[src/rtl/updown_pkg.sv]
// Shared encodings and constants for the up/down counter controller.
package updown_pkg;

  typedef enum logic [1:0] {
    ST_IDLE = 2'b00,
    ST_UP   = 2'b01,
    ST_DOWN = 2'b10,
    ST_HOLD = 2'b11
  } state_e;

  // Count values at which the controller reverses so the counter never wraps.
  localparam logic [3:0] TURN_HI = 4'hE;
  localparam logic [3:0] TURN_LO = 4'h1;

  localparam int DB_CYCLES_DEF = 4;

endpackage

[src/rtl/updown_ctrl_btn_debounce.sv]
// One button channel: 2-flop synchronizer, debounce counter and a
// registered one-cycle pulse on each debounced rising edge.
module btn_debounce
  import updown_pkg::*;
#(
  parameter int DB_CYCLES = DB_CYCLES_DEF
) (
  input  logic clk,
  input  logic reset,
  input  logic btn_i,
  output logic press_o
);

  logic       sync1_q, sync2_q;
  logic       level_q, level_prev_q;
  logic       press_q;
  logic [7:0] cnt_q;

  always_ff @(posedge clk) begin
    if (reset) begin
      sync1_q      <= 1'b0;
      sync2_q      <= 1'b0;
      level_q      <= 1'b0;
      level_prev_q <= 1'b0;
      press_q      <= 1'b0;
      cnt_q        <= '0;
    end else begin
      sync1_q      <= btn_i;
      sync2_q      <= sync1_q;
      level_prev_q <= level_q;
      press_q      <= level_q & ~level_prev_q;
      // Any sample agreeing with the accepted level restarts the run.
      if (sync2_q == level_q) begin
        cnt_q <= '0;
      end else if (cnt_q == 8'(DB_CYCLES - 1)) begin
        level_q <= sync2_q;
        cnt_q   <= '0;
      end else begin
        cnt_q <= cnt_q + 8'd1;
      end
    end
  end

  assign press_o = press_q;

endmodule

[src/rtl/updown_ctrl.sv]
// Button-driven controller for an external 4-bit up/down counter with
// stop/hold handling and optional auto-reverse at the count limits.
module updown_ctrl
  import updown_pkg::*;
#(
  parameter int DB_CYCLES = DB_CYCLES_DEF,
  parameter bit BOUNCE    = 1'b1
) (
  input  logic       clk,
  input  logic       reset,
  input  logic       btn_up,
  input  logic       btn_down,
  input  logic       btn_stop,
  input  logic [3:0] count,
  output logic       enable,
  output logic       up_down,
  output logic [1:0] state
);

  logic   up_p, down_p, stop_p;
  state_e state_q, state_d;
  logic   dir_q, dir_d;
  logic   enable_q;

  btn_debounce #(.DB_CYCLES(DB_CYCLES)) u_db_up (
    .clk(clk), .reset(reset), .btn_i(btn_up), .press_o(up_p)
  );
  btn_debounce #(.DB_CYCLES(DB_CYCLES)) u_db_down (
    .clk(clk), .reset(reset), .btn_i(btn_down), .press_o(down_p)
  );
  btn_debounce #(.DB_CYCLES(DB_CYCLES)) u_db_stop (
    .clk(clk), .reset(reset), .btn_i(btn_stop), .press_o(stop_p)
  );

  always_comb begin
    state_d = state_q;
    if (stop_p) begin
      unique case (state_q)
        ST_UP, ST_DOWN: state_d = ST_HOLD;
        default:        state_d = ST_IDLE;
      endcase
    end else if (up_p && !down_p) begin
      state_d = ST_UP;
    end else if (down_p && !up_p) begin
      state_d = ST_DOWN;
    end else if (BOUNCE) begin
      // Reverse one step early so the counter peaks at F and bottoms at 0.
      if (state_q == ST_UP && count == TURN_HI) begin
        state_d = ST_DOWN;
      end else if (state_q == ST_DOWN && count == TURN_LO) begin
        state_d = ST_UP;
      end
    end

    unique case (state_d)
      ST_DOWN: dir_d = 1'b0;
      ST_HOLD: dir_d = dir_q;
      default: dir_d = 1'b1;
    endcase
  end

  always_ff @(posedge clk) begin
    if (reset) begin
      state_q  <= ST_IDLE;
      dir_q    <= 1'b1;
      enable_q <= 1'b0;
    end else begin
      state_q  <= state_d;
      dir_q    <= dir_d;
      enable_q <= (state_d == ST_UP) || (state_d == ST_DOWN);
    end
  end

  assign state   = state_q;
  assign enable  = enable_q;
  assign up_down = dir_q;

endmodule

[config.mk]
export PLATFORM = sky130hd
export DESIGN_NAME = updown_ctrl
export DESIGN_NICKNAME = d
export VERILOG_FILES = /design/src/rtl/updown_pkg.sv /design/src/rtl/updown_ctrl_btn_debounce.sv /design/src/rtl/updown_ctrl.sv
export SDC_FILE = /design/constraint.sdc
export NUM_CORES = 1
export LEC_CHECK = 0
export CAP_MARGIN = 20
export CORE_MARGIN = 2
export CORE_UTILIZATION = 41
export DETAILED_ROUTE_END_ITERATION = 10
export PLACE_DENSITY_LB_ADDON = 0.08
export SYNTH_ARGS = -nofsm -noshare
export SYNTH_HDL_FRONTEND = slang
export SYNTH_HIERARCHICAL = 1
export SYNTH_SLANG_ARGS = --single-unit
[constraint.sdc]
create_clock -name clk -period 2.1 [get_ports clk]
set_clock_uncertainty 0.15 [all_clocks]
set_input_delay 0.42 -clock clk [delete_from_list [all_inputs] [get_ports clk]]
set_output_delay 0.42 -clock clk [all_outputs]
set_load 0.05 [all_outputs]
# [Word level (Yosys, flattened, before mapping)]
# Index checks and enable logic that the tools add are counted.
[word_totals] in_bits=9 ff_bits=43 elab_cells=67
[op_classes] n_mux=7 n_reduce_logical=14 n_addsub=3 bitwise_logic=9 n_eq_ne=13
[op_table] op="$add 8x1->8 const B" n=3
[op_table] op="$eq 8x2->1 const B" n=3
[op_table] op="$mux 2" n=6
[op_table] op="$reduce_or 3->1" n=3
[op_table] op="$eq 2x2->1 const B" n=3
[op_table] op="$not 1->1" n=6
[op_table] op="$reduce_and 2->1" n=3
[op_table] op="$eq 2x1->1 const B" n=2
[op_table] op="$eq 4x1->1 const B" n=1
[op_table] op="$eq 4x4->1 const B" n=1
[op_table] op="$logic_and 1x1->1" n=4
[op_table] op="$and 1x1->1" n=3
[op_table] op="$eq 1x1->1" n=3
[op_table] op="$logic_not 1->1" n=2
[op_table] op="$pmux 1 s2" n=1
[op_table] op="$reduce_or 2->1" n=1
[op_table] op="$logic_or 1x1->1" n=1

# [Longest topological paths before layout]
[logic_depth] depth_word=9 mapped_depth=9

# [Hierarchy]
# The synthesis kept the hierarchy.
[by_module_without_submodules] mod="btn_debounce" instances=3 cells_each=52 area_each_um2=496.7
[by_module_without_submodules] mod="updown_ctrl" instances=1 cells_each=31 area_each_um2=270.3

# [Least setup slack after synthesis]
# No wires, ideal clock.
[synth_path] kind="reg-to-reg" from="reg state_q[1] (netlist: state[1])" to="reg dir_q (netlist: up_down)" period_less_slack_ps=2415 stages_incl_launch_ff=10 arrival_ps=2146 path_slack_ps=-315 setup_ps=120 t_required_ps=1830 path_cell_list="dfxtp_1 -> inv_1 -> ha_1 -> and4b_1 -> a211oi_1 -> a221oi_1 -> ha_1 -> nor2_1 -> a21oi_1 -> a211o_1"
[synth_via] elab_chain_cells=9
[synth_lines] item="start: declaration" line_no="updown_ctrl.sv:21" text="state_e state_q, state_d;"
[synth_lines] item="start signal: assignment" line_no="updown_ctrl.sv:68" text="state_q <= state_d;"
[synth_lines] item="$eq 2x2->1" line_no="updown_ctrl.sv:38, updown_ctrl.sv:50"
[synth_lines] item="$logic_and 1x1->1" line_no="updown_ctrl.sv:50" text="end else if (state_q == ST_DOWN && count == TURN_LO) begin"
[synth_lines] item="$mux 2" line_no="updown_ctrl.sv:50"
[synth_lines] item="$mux 2" line_no="updown_ctrl.sv:48" text="if (state_q == ST_UP && count == TURN_HI) begin"
[synth_lines] item="$mux 2" line_no="updown_ctrl.sv:44" text="end else if (down_p && !up_p) begin"
[synth_lines] item="$mux 2" line_no="updown_ctrl.sv:42" text="end else if (up_p && !down_p) begin"
[synth_lines] item="$mux 2 *" line_no="updown_ctrl.sv:37" text="if (stop_p) begin"
[synth_lines] item="$eq 2x2->1" line_no="updown_ctrl.sv:55" text="unique case (state_d)"
[synth_lines] item="$pmux 1 s2" line_no="updown_ctrl.sv:55"
[synth_lines] item="end signal: assignment" line_no="updown_ctrl.sv:69" text="dir_q <= dir_d;"
[synth_lines] item="end: declaration" line_no="updown_ctrl.sv:22" text="logic dir_q, dir_d;"
# Every way passes the cells marked *; elsewhere a longest branch is shown, timed or not.
# A chain may end at the register's enable or synchronous reset.

# [Worst setup path after layout]
# Same ends and word-level chain as after synthesis.

==> metrics.md <==
| Metric | Value |
|---|---|
| Commonest non-fill, non-tap cell in the layout | `dfxtp_1` |
| Nets | `about 230` |
| Antenna violations before repair | `0` |
| Final antenna diode count | `0` |
| Top post-synthesis cells by area | `dfxtp_1 (49%), nor2b_1 (5.7%), a21oi_1 (4.3%)` |
| Worst hold path type | `reg -> reg` |
| CP Launch Point | `state[1]` |
| FILL cells | `just under 400` |
| Final wirelength | `2840 um` |
| Met2 WL post-DR | `about 1200 um` |
| Most frequent cells in the layout | `dfxtp_1 (41), inv_1 (16), nor2b_1 (16)` |
| Area grow syn2layout | `19.0%` |
| GR Overflow Total | `0` |
| Wire length on met1 | `between 1000 and 1500 um` |
| Die Wd | `~70 um` |
| CP Class | `reg -> reg` |
| Post-Place Setup Slack | `-393 ps` |
| Port Buf Inserts | `12` |
| Initial Utilization | `0.434` |
| Design Power | `around 1400 uW` |
| Core Region | `roughly 0.0041 mm^2` |
| Power per cell area | `between 600 and 700 mW/mm^2` |
| Status | `completed` |
| TritonRoute pass-1 iters | `4` |
| Worst vdd ir | `~0.00044 V` |
| Final GP Congestion | `0.751` |
| Fin Hold WS | `about 230 ps` |
| Worst Setup End Kind | `flop` |
| CTS Sinks | `43` |
| Rel. slew slack | `0.665` |
| Setup TNS | `0 ps` |
| Total track usage | `0.131` |
| Die ar. | `about 0.0048 mm^2` |
| Root Driver | `clkbuf_8` |
| Maximum clock rate | `486 MHz` |
| CTS Buffer Depth | `2` |
| Min cycle time layout | `about 2000 ps` |
| Cell variety after synth | `25` |
| Flops & latches, synth | `43` |
| Worst Path Max Fanout | `3` |
| Wire per inst | `roughly 11 um` |
| Post-Syn Area per Cell | `between 9 and 10 um^2` |
| ANT nets after route | `0` |
| Max_cap viols | `0` |
| Cells after Synth | `187` |
| Via density | `just over 5` |
| CTS buffer count | `5` |
| Syn. warnings | `6` |
| WL met3 | `between 100 and 150 um` |
| Vias in the first global route | `1,243` |
| Synth top area share | `0.489` |
| Worst slew pin tran | `roughly 500 ps` |
| DRC | `0` |
| Worst-path clk slew | `roughly 70 ps` |
| RSZ-0062 raised after global routing | `true` |
| P_leak | `~0.00079 uW` |
| Syn nets | `between 200 and 250` |
| Non-Filler Cell Area, Final | `0.00209 mm^2` |
| Placed cell area | `roughly 0.0020 mm^2` |
| Hold Vio Cnt, Final | `0` |
| Io pins | `13` |
| Vias | `roughly 1,300` |
| Arr. time, crit path | `~2100 ps` |
| Sequential area share after synthesis | `0.489` |
| Worst skew pair latency | `280 ps` |
| Startpoint types | `flop` |
| Min-delay src | `u_db_down/level_prev_q` |
| CP required | `about 2100 ps` |
| CTS tree | `built` |
| First-pass GRT wire length | `slightly above 5000 um` |
| Initial drt markers | `between 40 and 50` |
| Top sig layer | `met4` |
| Final HPWL DP | `~2100 um` |
| Final period util | `0.979` |
| Die Y | `69.5 um` |
| Row count | `23` |
| Synthesized cell area | `0.00176 mm^2` |
| Biggest area consumer among synthesized cells | `dfxtp_1` |
| Slew Viols, Final | `0` |
| Final WS setup | `approximately 44 ps` |
| Share of layout cells above drive strength 1 | `0.137` |
| H-tree depth | `2` |
| Largest net degree at the start of global routing | `13` |
| Reg-to-reg critical path startpoint | `state[1]` |
| # setup viols final | `0` |
-- registers in the layout, indices dropped and copies added, names as in the netlist, 2 cells and up --
register         count
u_db_down/cnt_q      8
u_db_up/cnt_q        8
u_db_stop/cnt_q      8
state                2
-- worst max-delay path, cell delays in order, from the launching register on --
cell and delay (ps):
dfxtp_4 350, inv_2 50, ha_1 130, and4b_1 240
a211oi_2 90, a221o_1 350, ha_2 210, nor2_2 70
a21oi_1 40, a211o_1 260
-- timing repair --
| item | 4_1_cts | 5_1_grt |
|---|---|---|
| pin swaps | 4 | 3 |
| setup endpoints to repair | 1 | 1 |
| buffers inserted | 0 | 1 |
| gates resized for setup | 6 | 2 |
| hold buffers | 0 | 0 |
-- report_power, final --
part	total, uW	switching [uW]	internal [uW]
clock network	511	253	258
registers	823	4.06	819
logic	40.3	18.4	21.9
-- area by class of cell --
| class | instances | area [um^2] | share of cell area |
|---|---|---|---|
| inverter | 17 | 63.8 | 0.0305 |
| multi-input combinational | 127 | 858 | 0.410 |
| tap | 50 | 62.6 | 0.0299 |
| sequential | 43 | 868 | 0.415 |
| clock inverter | 1 | 5.00 | 0.00239 |
| timing repair buffer | 17 | 154 | 0.0735 |
| clock buffer | 6 | 82.6 | 0.0394 |
-- Yosys cell counts --
cell and instances:
inv_1 17, ha_1 6, nor4b_1 1, xnor2_1 6, a211o_1 1, a21oi_1 15
or4_4 3, xor2_1 6, a21o_1 2, nor2_1 13, or3b_2 3, nand2_1 4
nand3_1 12, a221oi_1 1, o211ai_2 3, nor3b_1 1, o21ai_0 12, nor2b_1 16
and3_1 3, dfxtp_1 43, or3_1 12, a221o_1 2, and4b_1 1, nand4_1 3
a211oi_1 1
-- kinds of logic (layout without fill, tap and decap cells) --
group           count (synthesis)  count (layout)  share of synthesized area
compound gates                 37              37                      0.132
flops                          43              43                      0.489
fa+ha+maj                       6               6                     0.0426
xor+xnor                       12              12                     0.0597
buf+inv                        17              41                     0.0362
simple gates                   72              72                      0.240
-- path summary, 6_finish.rpt --
path	endpoint	slack, ps	cells past startpoint
min	u_db_down/press_o	230	1
max	up_down	40	9
max reg2reg	up_down	40	9
min reg2reg	u_db_down/press_o	230	1
-- per-stage QoR --
stage | utilization | instances
2_1_floorplan | - | 187
3_3_place_gp | 0.489 | 253
3_5_place_dp | 0.489 | 253
4_1_cts | 0.514 | 260
5_1_grt | 0.516 | 261
6_report | 0.516 | 261
-- layer usage --
metal	global-route usage	vias up
met5	0	-
met4	0.0610	0
met3	0.0480	6
met2	0.207	15
met1	0.158	596
li1	-	696
Power figures use the tool's default switching activity.
